**config.mk**
```make
export PLATFORM = sky130hd
export DESIGN_NAME = uc_ctrl
export DESIGN_NICKNAME = d
export VERILOG_FILES = /design/src/rtl/uc_ctrl.sv
export SDC_FILE = /design/constraint.sdc
export NUM_CORES = 1
export LEC_CHECK = 0
export ABC_CLOCK_PERIOD_IN_PS = 1900
export BUFFER_PORTS_ARGS = -buffer_cell sky130_fd_sc_hd__buf_2
export CORE_AREA = 2 2 55 57
export CTS_CLUSTER_SIZE = 40
export DETAILED_ROUTE_END_ITERATION = 16
export DIE_AREA = 0 0 57 59
export GPL_TIMING_DRIVEN = 1
export PLACE_DENSITY = 0.76
export SYNTH_ARGS = -nofsm -noshare
export SYNTH_HDL_FRONTEND = slang
export SYNTH_SLANG_ARGS = --single-unit
export TNS_END_PERCENT = 30
```
**constraint.sdc**
```tcl
create_clock -name clk -period 1.9 [get_ports clk]
set_input_delay 0.285 -clock clk [delete_from_list [all_inputs] [get_ports clk]]
set_output_delay 0.285 -clock clk [all_outputs]
set_load 0.02 [all_outputs]
```
**src/rtl/uc_ctrl.sv**
```systemverilog
// Microcoded-CPU control unit: run/halt/step FSM, instruction decode, retired-instruction counter.
// Optional single-step support is enabled by defining UC_CTRL_STEP_EN.
module uc_ctrl #(
    parameter int unsigned CNT_W = 16
) (
    input  logic             clk,
    input  logic             reset,
    input  logic [5:0]       Opcode,
    input  logic             z,
    input  logic             run,
    input  logic             step,
    output logic             s_inc,
    output logic             s_inm,
    output logic             we3,
    output logic             wez,
    output logic [2:0]       Op,
    output logic             pc_en,
    output logic             halted,
    output logic             illegal,
    output logic [CNT_W-1:0] retired
);

`ifdef UC_CTRL_STEP_EN
    typedef enum logic [1:0] {S_IDLE, S_RUN, S_HALTED, S_STEP} state_t;
`else
    typedef enum logic [1:0] {S_IDLE, S_RUN, S_HALTED} state_t;
`endif

    localparam logic [5:0] OPC_HALT = 6'b111111;

    state_t           r_state;
    logic             r_halted;
    logic             r_illegal;
    logic [CNT_W-1:0] r_retired;

    logic w_exec;
    logic w_undef;
    logic w_halt_op;
    logic w_step_req;

    assign w_halt_op = (Opcode == OPC_HALT);

`ifdef UC_CTRL_STEP_EN
    assign w_exec     = ((r_state == S_RUN) || (r_state == S_STEP)) && !reset;
    assign w_step_req = step;
`else
    assign w_exec     = (r_state == S_RUN) && !reset;
    // Without single-step support the step request is deliberately discarded.
    assign w_step_req = 1'b0 & step;
`endif

    // Instruction decode; non-execute cycles and reset get the safe defaults.
    always_comb begin
        pc_en   = 1'b0;
        we3     = 1'b0;
        wez     = 1'b0;
        s_inc   = 1'b1;
        s_inm   = 1'b0;
        Op      = 3'b000;
        w_undef = 1'b0;
        if (w_exec) begin
            pc_en = 1'b1;
            casez (Opcode)
                6'b001???: begin
                    Op  = Opcode[2:0];
                    we3 = 1'b1;
                    wez = 1'b1;
                end
                6'b0100??: begin
                    s_inm = 1'b1;
                    we3   = 1'b1;
                end
                6'b010100: s_inc = 1'b0;
                6'b010101: s_inc = ~z;
                6'b010110: s_inc = z;
                6'b000000: ;
                6'b111111: pc_en = 1'b0;
                default:   w_undef = 1'b1;
            endcase
        end
    end

    // Control FSM with registered status outputs and saturating retire counter.
    always_ff @(posedge clk or posedge reset) begin
        if (reset) begin
            r_state   <= S_IDLE;
            r_halted  <= 1'b1;
            r_illegal <= 1'b0;
            r_retired <= '0;
        end else begin
            r_illegal <= w_exec & w_undef;
            if (w_exec && pc_en && !(&r_retired)) begin
                r_retired <= r_retired + CNT_W'(1);
            end
            case (r_state)
                S_IDLE, S_HALTED: begin
                    if (run) begin
                        r_state  <= S_RUN;
                        r_halted <= 1'b0;
                    end else if (w_step_req) begin
`ifdef UC_CTRL_STEP_EN
                        r_state  <= S_STEP;
                        r_halted <= 1'b0;
`endif
                    end
                end
                S_RUN: begin
                    // HALT wins even with run held, so a HALT loop costs one cycle per attempt.
                    if (w_halt_op || !run) begin
                        r_state  <= S_HALTED;
                        r_halted <= 1'b1;
                    end
                end
`ifdef UC_CTRL_STEP_EN
                S_STEP: begin
                    r_state  <= S_HALTED;
                    r_halted <= 1'b1;
                end
`endif
                default: begin
                    r_state  <= S_IDLE;
                    r_halted <= 1'b1;
                end
            endcase
        end
    end

    assign halted  = r_halted;
    assign illegal = r_illegal;
    assign retired = r_retired;

endmodule
```
Word-level counts from Yosys, hierarchy flattened
Index checks and enable logic that the tools add are counted.

word-level totals
  flip-flop bits (word level) = 20
  input bits = 11
  output and inout port bits = 26
  word-level logic and storage cells = 51

operators by class
  add/sub/neg operators = 1
  equality and inequality tests = 10
  muxes and demuxes = 20
  bitwise logic cells = 2
  reductions and logical operators = 14

operators with widths
  kind                                                    number
  == test 6 x 5 -> 1 bit (second input constant)          3
  adder 16 x 1 -> 16 bit (second input constant)          1
  AND reduction 16 bit                                    1
  2-to-1 mux 1 bit                                        13
  OR reduction 7 bit                                      1
  == test 6 bit (second input constant)                   1
  logical NOT 6 bit                                       1
  2-to-1 mux 3 bit                                        2
  == test 4 x 3 -> 1 bit (second input constant)          1
  2-to-1 mux 2 bit                                        2
  one-hot mux 2 bit (2 select lines)                      1
  OR reduction 2 bit                                      2
  == test 3 x 1 -> 1 bit (second input constant)          1
  logical AND 1 bit                                       3
  logical NOT 1 bit                                       3
  one-hot mux 1 bit (3 select lines)                      1
  == test 2 x 1 -> 1 bit (second input constant)          1
  == test 2 bit (second input constant)                   1
  logical NOT 2 bit                                       1
  inequality test 2 x 1 -> 1 bit (second input constant)  1
  inequality test 2 bit (second input constant)           1
  one-hot mux 1 bit (2 select lines)                      1
  AND reduction 2 bit                                     1
  AND 1 bit                                               1
  2 further kinds                                         2

Depth between registers and ports, before layout
Gate-level depths: netlist of the first run.

  word-level depth = 5
  depth in mapped cells = 6
  gate-level depth less buffers = 6

Least setup slack after synthesis of the first run
OpenSTA, ideal clock, no wires.

  path kind = input to output
  start point = in reset
  end point = out Op[0]
  data arrival time = 1.642 ns
  data required time = 1.615 ns
  path slack = -0.027 ns
  cell stages on the path = 4
  buffers on the path = 0
  path through = inv_1 nand3_1 nor2_1 and2_1

between the ends
  cells in the longest elaborated chain, start to end = 3

ends and longest elaborated chain
  item                         RTL line  text
  start: declaration           7         input logic reset,
  logical NOT 1 bit (no line)  n/a
  logical AND 1 bit            47        assign w_exec = (r_state == S_RUN) && !reset;
  2-to-1 mux 3 bit             61        if (w_exec) begin
  end: declaration             16        output logic [2:0] Op,

Every way passes these cells.

Worst setup path after layout of the first run
  start point = reg r_retired[0] (netlist: retired[0])
  end point = reg r_retired[1] (netlist: retired[1])

between the ends
  cells in the longest elaborated chain, start to end = 3
  elaborated cells on any way between the ends = 4
  classes of those cells = 1 x add/sub; 3 x reduce/logical

ends and longest elaborated chain
  item                                                            RTL line  text
  start: declaration                                              34        logic [CNT_W-1:0] r_retired;
  start signal: assignment                                        93        r_retired <= r_retired + CNT_W'(1);
  branches (longest 3 deep; another with adder 16 x 1 -> 16 bit)  n/a

Several ways; the timed one is not identified.
A chain may end at the register's enable or synchronous reset.

==> flow_summary.json, run 1 <==
{
  "cts_post_setup_buffers_inserted": 0,
  "maxSlewViolCount": 0,
  "drive_above_1_share_pct": 34.9,
  "synth_edf_count": 0,
  "vias_per_cell": 5.22,
  "ir_worst_vdd_mv": 0.758,
  "fin_crit_ns": 1.77,
  "grt_overflow_total": 0,
  "ys_warn_count": 0,
  "antenna_left": 0,
  "crit_type": "reg -> reg",
  "leakagePower_nw": 0.665,
  "wl_per_cell_um": 12.1,
  "clkSinkCount": 20,
  "setup_violations": 0,
  "fin_hold_ws_ns": 0.0447,
  "cts.clk_slew.worst_paths_ns": 0.11,
  "syn_avg_cell_area_um2": 9.97,
  "route.detailed.drc": 0,
  "drt_iter0_drc": 8,
  "cts_buffer_depth": 2,
  "ctsResizeCount": 0,
  "syn_nets": 119,
  "seq_area_frac_synth_pct": 47.0,
  "maxClockFrequency_mhz": 565,
  "ctsRootBufferMaster": "clkbuf_4",
  "worstPathArrival_ns": 1.96,
  "synthFlopType": "dfrtp_1",
  "ys_types": 34,
  "antenna_found_initial": 0,
  "num_antenna_cells": 0,
  "post-place-ws_ns": 0.156,
  "clk-insertion-delay-late_ns": 0.29,
  "grt_setup_unrepaired": "true",
  "worst_slew_pin_slew_ns": 0.447,
  "async_flop_share_pct": 100,
  "drv_cap": 0,
  "ios": 37,
  "ctsHoldBuffers": 0,
  "critPathLaunchType": "flop",
  "critical_path_required_ns": 2.09,
  "syn_inst": 107,
  "outcome": "complete, no violations",
  "portBuffers": 35,
  "synth_top_cell_area_share_pct": 44.5,
  "die_width_um": 57,
  "hold_viol_final": 0,
  "hpwlAfterDp_mm": 1.70,
  "yosys.area.top_type": "dfrtp_1",
  "globalRouteTotalUtil_pct": 14.2,
  "timing.final.ws_setup_ns": 0.131,
  "fill_cells": 279,
  "synth_seq_cells": 20,
  "grt_max_degree": 21,
  "synth_area_um2": 1070,
  "chipHeight_um": 59,
  "synthTopCellsByArea": "dfrtp_1 (45%), xnor2_1 (9.0%), nand4_1 (4.7%), nand2_1 (3.5%), nand3_1 (3.3%)",
  "min_path_type": "in -> async",
  "grt_first_pass_wirelength_mm": 3.73,
  "fp-row-count": 19,
  "fin_skew_ns": 0.00765,
  "power.density_nw_per_um2": 830,
  "first_global_vias": 891,
  "drtPass1Iterations": 4,
  "cts_buffers": 3,
  "crit_fanout": 9,
  "vias": 939,
  "nNetsFinal": 162,
  "core_area_um2": 2710,
  "cts_tree": "yes",
  "htree_levels": 1,
  "gp_congestion": 0.845,
  "endpoint_kind": "flop",
  "start_util_pct": 39.4,
  "syn_to_final_growth_pct": 25.9,
  "dieArea_um2": 3360,
  "p_total_w": 0.00112,
  "slew_headroom_pct": 70.0,
  "finalCritPeriodShare_pct": 93.1,
  "wirelength_mm": 2.17
}
routing by layer:
metal  vias to the layer above  track usage, %  part of all wire (%)
li1                        468               -                     -
met1                       450            17.7                    45
met2                        17            23.5                    50
met3                         4            3.28                   4.2
met4                         0            6.64                   1.0
met5                         -               0                     0
cells by family after synthesis:
group / count (synthesis) / synth area share [%]
XOR/XNOR: 13 / 10.7
adder cells (fa/ha/maj): 1 / 1.17
buffers and inverters: 4 / 1.41
AND/OR/NAND/NOR: 53 / 27.9
AO/OA/AOI/OAI: 12 / 7.39
multiplexers: 4 / 4.45
flip-flops: 20 / 47.0
metrics by stage:
step	instances	utilization (%)	cell area [um2]	setup TNS (ns)
3_3_place_gp	176	48.2	1310	0
2_1_floorplan	107	-	1070	0
6_report	180	49.6	1340	0
5_1_grt	180	49.6	1340	-0.0299
4_1_cts	180	49.6	1340	0
3_5_place_dp	176	48.2	1310	0
final cells by class:
cell class                      instances  area (um2)  area share, %
Inverter                                4        18.8           1.40
Timing Repair Buffer                   38         198           14.7
Clock buffer                            4        36.3           2.70
Sequential cell                        20         502           37.3
Tap cell                               31        38.8           2.89
Multi-Input combinational cell         83         551           41.0
critical path, cell delays in order (launching register included):
cell and delay [ns]:
dfrtp_1 0.41, ha_1 0.19, nand3_1 0.11, nor4_1 0.44, nor2_2 0.19, mux2_4 0.33
power by group:
group	internal [W]	switching, W	leakage, nW
combinational	0.000139	0.000181	0.380
sequential	0.000485	0.0000738	0.264
clock	0.000117	0.000119	0.0210
total	0.000741	0.000374	0.665
path summary, 6_finish.rpt:
check | from | endpoint | slack (ns) | cells after the start
hold reg to reg | retired[5] | retired[5] | 0.52 | 1
max in group asynchronous | reset | halted | 1.59 | 3
min in group clk | run | r_state[0] | 0.27 | 3
setup / recovery | retired[0] | retired[1] | 0.13 | 5
hold / removal | reset | retired[3] | 0.04 | 3
setup reg to reg | retired[0] | retired[1] | 0.13 | 5
Yosys cell counts (2+ instances only):
cell type,count
dfrtp_1,19
xnor2_1,11
nand2_1,10
nand4_1,8
nand3_1,7
nor2_1,6
and2_1,4
and3_1,4
inv_1,4
a21oi_1,3
nor3_1,3
o21ai_0,3
mux2_1,2
nand2b_1,2
xor2_1,2
sequential cells by signal, indices dropped and copies added, names as in the netlist:
signal	flops
retired	16
r_state	2
halted	1
illegal	1
placed cells by master, fill, tap and decap left out, types with 2 or more instances in the layout:
cell type,netlist,final
nor2_1,6,6
nand3_1,7,7
and2_1,4,4
buf_2,0,35
buf_4,0,3
clkbuf_4,0,3
xor2_1,2,2
dfrtp_1,19,19
a21oi_1,3,3
mux2_1,2,2
o21ai_0,3,3
xnor2_1,11,11
nand2b_1,2,2
inv_1,4,3
nand2_1,10,10
and3_1,4,4
nand4_1,8,8
nor3_1,3,3
Note: power is estimated with default switching activity, not from simulation.
==> run 2: changes to the inputs <==
--- a/config.mk
+++ b/config.mk
@@ -7,10 +7,10 @@
 export LEC_CHECK = 0
 export ABC_CLOCK_PERIOD_IN_PS = 1900
 export BUFFER_PORTS_ARGS = -buffer_cell sky130_fd_sc_hd__buf_2
-export CORE_AREA = 2 2 55 57
+export CORE_AREA = 5 5 58 60
 export CTS_CLUSTER_SIZE = 40
 export DETAILED_ROUTE_END_ITERATION = 16
-export DIE_AREA = 0 0 57 59
+export DIE_AREA = 0 0 63 65
 export GPL_TIMING_DRIVEN = 1
 export PLACE_DENSITY = 0.76
 export SYNTH_ARGS = -nofsm -noshare
==> flow_summary.json, run 2 (same netlist as run 1, synthesis figures left out) <==
{
  "worstPathArrival_ns": 1.93,
  "clk-insertion-delay-late_ns": 0.29,
  "htree_levels": 1,
  "grt_max_degree": 21,
  "critical_path_required_ns": 2.09,
  "cts_buffers": 3,
  "antenna_left": 0,
  "worst_slew_pin_slew_ns": 0.443,
  "drtPass1Iterations": 4,
  "antenna_found_initial": 0,
  "first_global_vias": 900,
  "utilization_pct": 47.3,
  "critPathLaunchType": "flop",
  "fp-row-count": 20,
  "die_width_um": 63,
  "portBuffers": 35,
  "largest_reg_flops": 16,
  "core_area_um2": 2880,
  "ios": 37,
  "grt_setup_unrepaired": "false",
  "cts_buffer_depth": 2,
  "globalRouteTotalUtil_pct": 11.0,
  "fin_skew_ns": 0.00133,
  "finalCritPeriodShare_pct": 91.7,
  "setup_tns_ns": 0,
  "crit_type": "reg -> reg",
  "ir_worst_vdd_mv": 0.641,
  "clkSinkCount": 20,
  "maxSlewViolCount": 0,
  "start_util_pct": 37.1,
  "drt_iter0_drc": 17,
  "gp_congestion": 0.823,
  "final_cell_mix": "buf_2 (35), dfrtp_1 (19), xnor2_1 (11), nand2_1 (10), nand4_1 (8)",
  "ctsResizeCount": 0,
  "endpoint_kind": "flop",
  "num_antenna_cells": 0,
  "crit_fanout": 6,
  "slew_headroom_pct": 70.2,
  "power.density_nw_per_um2": 897,
  "min_path_type": "in -> async",
  "drv_cap": 0,
  "multi_input_area_um2": 551,
  "outcome": "complete, no violations",
  "fin_crit_ns": 1.74,
  "chipHeight_um": 65,
  "ctsHoldBuffers": 0,
  "syn_to_final_growth_pct": 27.7,
  "maxClockFrequency_mhz": 574,
  "fin_hold_ws_ns": 0.0459,
  "vias": 962,
  "cts_post_setup_buffers_inserted": 0,
  "fill_cells": 283,
  "cts_tree": "yes",
  "grt_overflow_total": 0,
  "route.detailed.drc": 0,
  "hpwlAfterDp_mm": 1.82,
  "cts.clk_slew.worst_paths_ns": 0.11,
  "seq_area_um2": 502,
  "drive_above_1_share_pct": 34.9,
  "wl_per_cell_um": 12.7,
  "vias_per_cell": 5.29,
  "grt_first_pass_wirelength_mm": 3.78,
  "final_common_cell": "buf_2",
  "setup_violations": 0,
  "nNetsFinal": 162,
  "ctsRootBufferMaster": "clkbuf_4",
  "hold_viol_final": 0,
  "dieArea_um2": 4100,
  "wirelength_mm": 2.31,
  "leakagePower_nw": 0.672
}
==> run 2: cell types whose count changed in the layout (fill, tap and decap cells not counted) <==
cell	change
bufinv_16	+1
clkbuf_8	-1
==> run 2: path summary, 6_finish.rpt <==
check                                start          end  slack, ns  cells after the start
worst max-delay path            r_state[0]  retired[15]       0.16                      6
worst min-delay path                 reset   retired[7]       0.05                      3
worst max register to register  r_state[0]  retired[15]       0.16                      6
worst min register to register  retired[0]   retired[0]       0.52                      1
max in group asynchronous            reset       halted       1.60                      3
min in group clk                 Opcode[5]      illegal       0.25                      3
==> run 2: worst max-delay path, cell delays in order, from the launching register on <==
cell and delay (ns):
dfrtp_1 0.44, nor3b_2 0.21, o21ai_2 0.11, buf_4 0.15, nor3_1 0.40, nand4_1 0.18
xnor2_1 0.15
==> run 2: metal layers <==
metal / vias to the layer above / global-route usage (%) / share of wire, %
met5: - / 0 / 0
met4: 0 / 2.39 / 0
met1: 475 / 13.0 / 41
li1: 464 / - / -
met3: 0 / 2.25 / 5.4
met2: 23 / 20.3 / 53
==> run 2: power by group <==
part	leakage, nW	internal [W]	switching (W)
clock network	0.0279	0.000213	0.000126
registers	0.264	0.000485	0.0000736
logic	0.380	0.000140	0.000185
total	0.672	0.000838	0.000385
==> run 2: area by class of cell <==
class	instances	share of cell area, %
flip-flops and latches	20	36.8
clock buffers	3	1.65
inverters	4	1.38
clock inverters	1	2.20
well taps	33	3.03
repair buffers	38	14.5
multi-input cells	83	40.4
==> run 2: metrics by stage <==
step           setup WS, ns  area [um2]  total power [W]  instances
2_1_floorplan         0.107        1070         0.000761        107
3_3_place_gp          0.211        1310         0.000877        178
3_5_place_dp          0.176        1310         0.000894        178
4_1_cts               0.133        1360          0.00124        182
5_1_grt             0.00397        1360          0.00128        182
6_report              0.157        1360          0.00122        182
==> run 3: changes to the inputs <==
--- a/config.mk
+++ b/config.mk
@@ -5,13 +5,14 @@
 export SDC_FILE = /design/constraint.sdc
 export NUM_CORES = 1
 export LEC_CHECK = 0
-export ABC_CLOCK_PERIOD_IN_PS = 1900
+export ABC_CLOCK_PERIOD_IN_PS = 2100
 export BUFFER_PORTS_ARGS = -buffer_cell sky130_fd_sc_hd__buf_2
 export CORE_AREA = 5 5 58 60
 export CTS_CLUSTER_SIZE = 40
 export DETAILED_ROUTE_END_ITERATION = 16
 export DIE_AREA = 0 0 63 65
 export GPL_TIMING_DRIVEN = 1
+export MAX_ROUTING_LAYER = met4
 export PLACE_DENSITY = 0.76
 export SYNTH_ARGS = -nofsm -noshare
 export SYNTH_HDL_FRONTEND = slang
==> constraint.sdc (replaced) <==
create_clock -name clk -period 2.1 [get_ports clk]
set_input_delay 0.315 -clock clk [delete_from_list [all_inputs] [get_ports clk]]
set_output_delay 0.315 -clock clk [all_outputs]
set_load 0.02 [all_outputs]
==> flow_summary.json, run 3 (same netlist as run 1, synthesis figures left out) <==
{
  "grt_setup_unrepaired": "false",
  "drt_iter0_drc": 26,
  "route.detailed.drc": 0,
  "dieArea_um2": 4100,
  "fill_cells": 277,
  "crit_type": "reg -> reg",
  "first_global_vias": 940,
  "ios": 37,
  "power_frac_seq_pct": 46.5,
  "cts_post_setup_buffers_inserted": 0,
  "start_util_pct": 37.1,
  "core_area_um2": 2880,
  "clk-insertion-delay-late_ns": 0.30,
  "hold_viol_final": 0,
  "power_switching_w": 0.000341,
  "clock_power_share_pct": 28.3,
  "drtPass1Iterations": 4,
  "hpwlAfterDp_mm": 1.78,
  "die_width_um": 63,
  "cts_buffers": 3,
  "p_comb_share_pct": 25.2,
  "crit_fanout": 9,
  "final_common_cell": "buf_2",
  "gp_congestion": 0.794,
  "maxClockFrequency_mhz": 549,
  "chipHeight_um": 65,
  "vias_per_cell": 5.12,
  "cts_buffer_depth": 2,
  "antenna_found_initial": 0,
  "p_int_w": 0.000746,
  "clkSinkCount": 20,
  "ctsResizeCount": 0,
  "slowest_stage": "nor4_1",
  "final_cell_mix": "buf_2 (35), dfrtp_1 (19), xnor2_1 (11), nand2_1 (10), nand4_1 (8)",
  "fin_skew_ns": 0.00458,
  "slew_headroom_pct": 71.0,
  "worstPathArrival_ns": 2.01,
  "ctsHoldBuffers": 0,
  "worst_slew_pin_slew_ns": 0.432,
  "leakagePower_nw": 0.667,
  "grt_first_pass_wirelength_mm": 3.91,
  "vias": 921,
  "finalCritPeriodShare_pct": 86.8,
  "critical_path_required_ns": 2.29,
  "p_sw_share_pct": 31.4,
  "min_path_type": "in -> async",
  "cts.clk_slew.worst_paths_ns": 0.11,
  "power.density_nw_per_um2": 809,
  "antenna_left": 0,
  "drv_cap": 0,
  "maxSlewViolCount": 0,
  "setup_tns_ns": 0,
  "place_area_um2": 1290,
  "grt_max_degree": 21,
  "max_stage_delay_ns": 0.42,
  "ir_worst_vdd_mv": 0.536,
  "ctsRootBufferMaster": "clkbuf_4",
  "critPathLaunchType": "flop",
  "cts_tree": "yes",
  "stdcell_area_um2": 1340,
  "portBuffers": 35,
  "wl_per_cell_um": 12.4,
  "outcome": "complete, no violations",
  "largest_reg_flops": 16,
  "path_cells": "ha_1 > nand3_1 > nor4_1 > nor2_2 > mux2_4",
  "drive_above_1_share_pct": 33.3,
  "setup_violations": 0,
  "num_antenna_cells": 0,
  "endpoint_kind": "flop",
  "fp-row-count": 20,
  "grt_overflow_total": 0,
  "rr_worst_depth": 5,
  "wirelength_mm": 2.23,
  "htree_levels": 1,
  "syn_to_final_growth_pct": 25.9,
  "globalRouteTotalUtil_pct": 11.8,
  "fin_crit_ns": 1.82,
  "utilization_pct": 46.7,
  "nNetsFinal": 160
}
## run 3: routing by layer
metal / vias up / share of wire, % / global-route usage, %
met5: - / 0 / -
met1: 438 / 44 / 14.1
li1: 464 / - / -
met3: 4 / 3.7 / 2.08
met4: 0 / 1.2 / 4.51
met2: 15 / 51 / 19.7
## run 3: final timing paths
path,startpoint,endpoint,slack [ns]
max,retired[0],retired[1],0.28
min,reset,r_state[0],0.08
max reg2reg,retired[0],retired[1],0.28
min reg2reg,retired[0],retired[0],0.53
max in group asynchronous,reset,halted,1.77
min in group clk,Opcode[5],illegal,0.26
## run 3: layout make-up
cell class | instances | area, um2 | share of cell area, %
inverters | 4 | 15.0 | 1.12
clock buffers | 3 | 22.5 | 1.68
clock inverters | 1 | 30.0 | 2.23
flip-flops and latches | 20 | 502 | 37.3
well taps | 33 | 41.3 | 3.07
multi-input cells | 83 | 551 | 41.0
repair buffers | 36 | 183 | 13.6
## run 3: metrics by stage
| stage | setup slack (ns) | instances | hold WS, ns | total power [W] |
|---|---|---|---|---|
| floorplan | 0.113 | 107 | 0.287 | 0.000688 |
| global placement | 0.351 | 176 | 0.394 | 0.000779 |
| detailed placement | 0.289 | 176 | 0.409 | 0.000790 |
| CTS | 0.273 | 180 | 0.0758 | 0.00110 |
| global route | 0.148 | 180 | 0.0904 | 0.00115 |
| finish | 0.278 | 180 | 0.0751 | 0.00109 |
## run 3: power by group through the flow
stage	Clock [W]	Combinational, W	Sequential [W]
floorplan	0	0.000125	0.000563
global placement	0	0.000273	0.000506
detailed placement	0	0.000279	0.000512
CTS	0.000313	0.000280	0.000506
global route	0.000332	0.000300	0.000516
finish	0.000308	0.000274	0.000505
## run 3: worst max-delay path: cells and delay by family (launching register included)
family,cells,cell delay (ns)
mux,1,0.33
fa+ha+maj,1,0.26
flops,1,0.41
simple gates,3,0.72
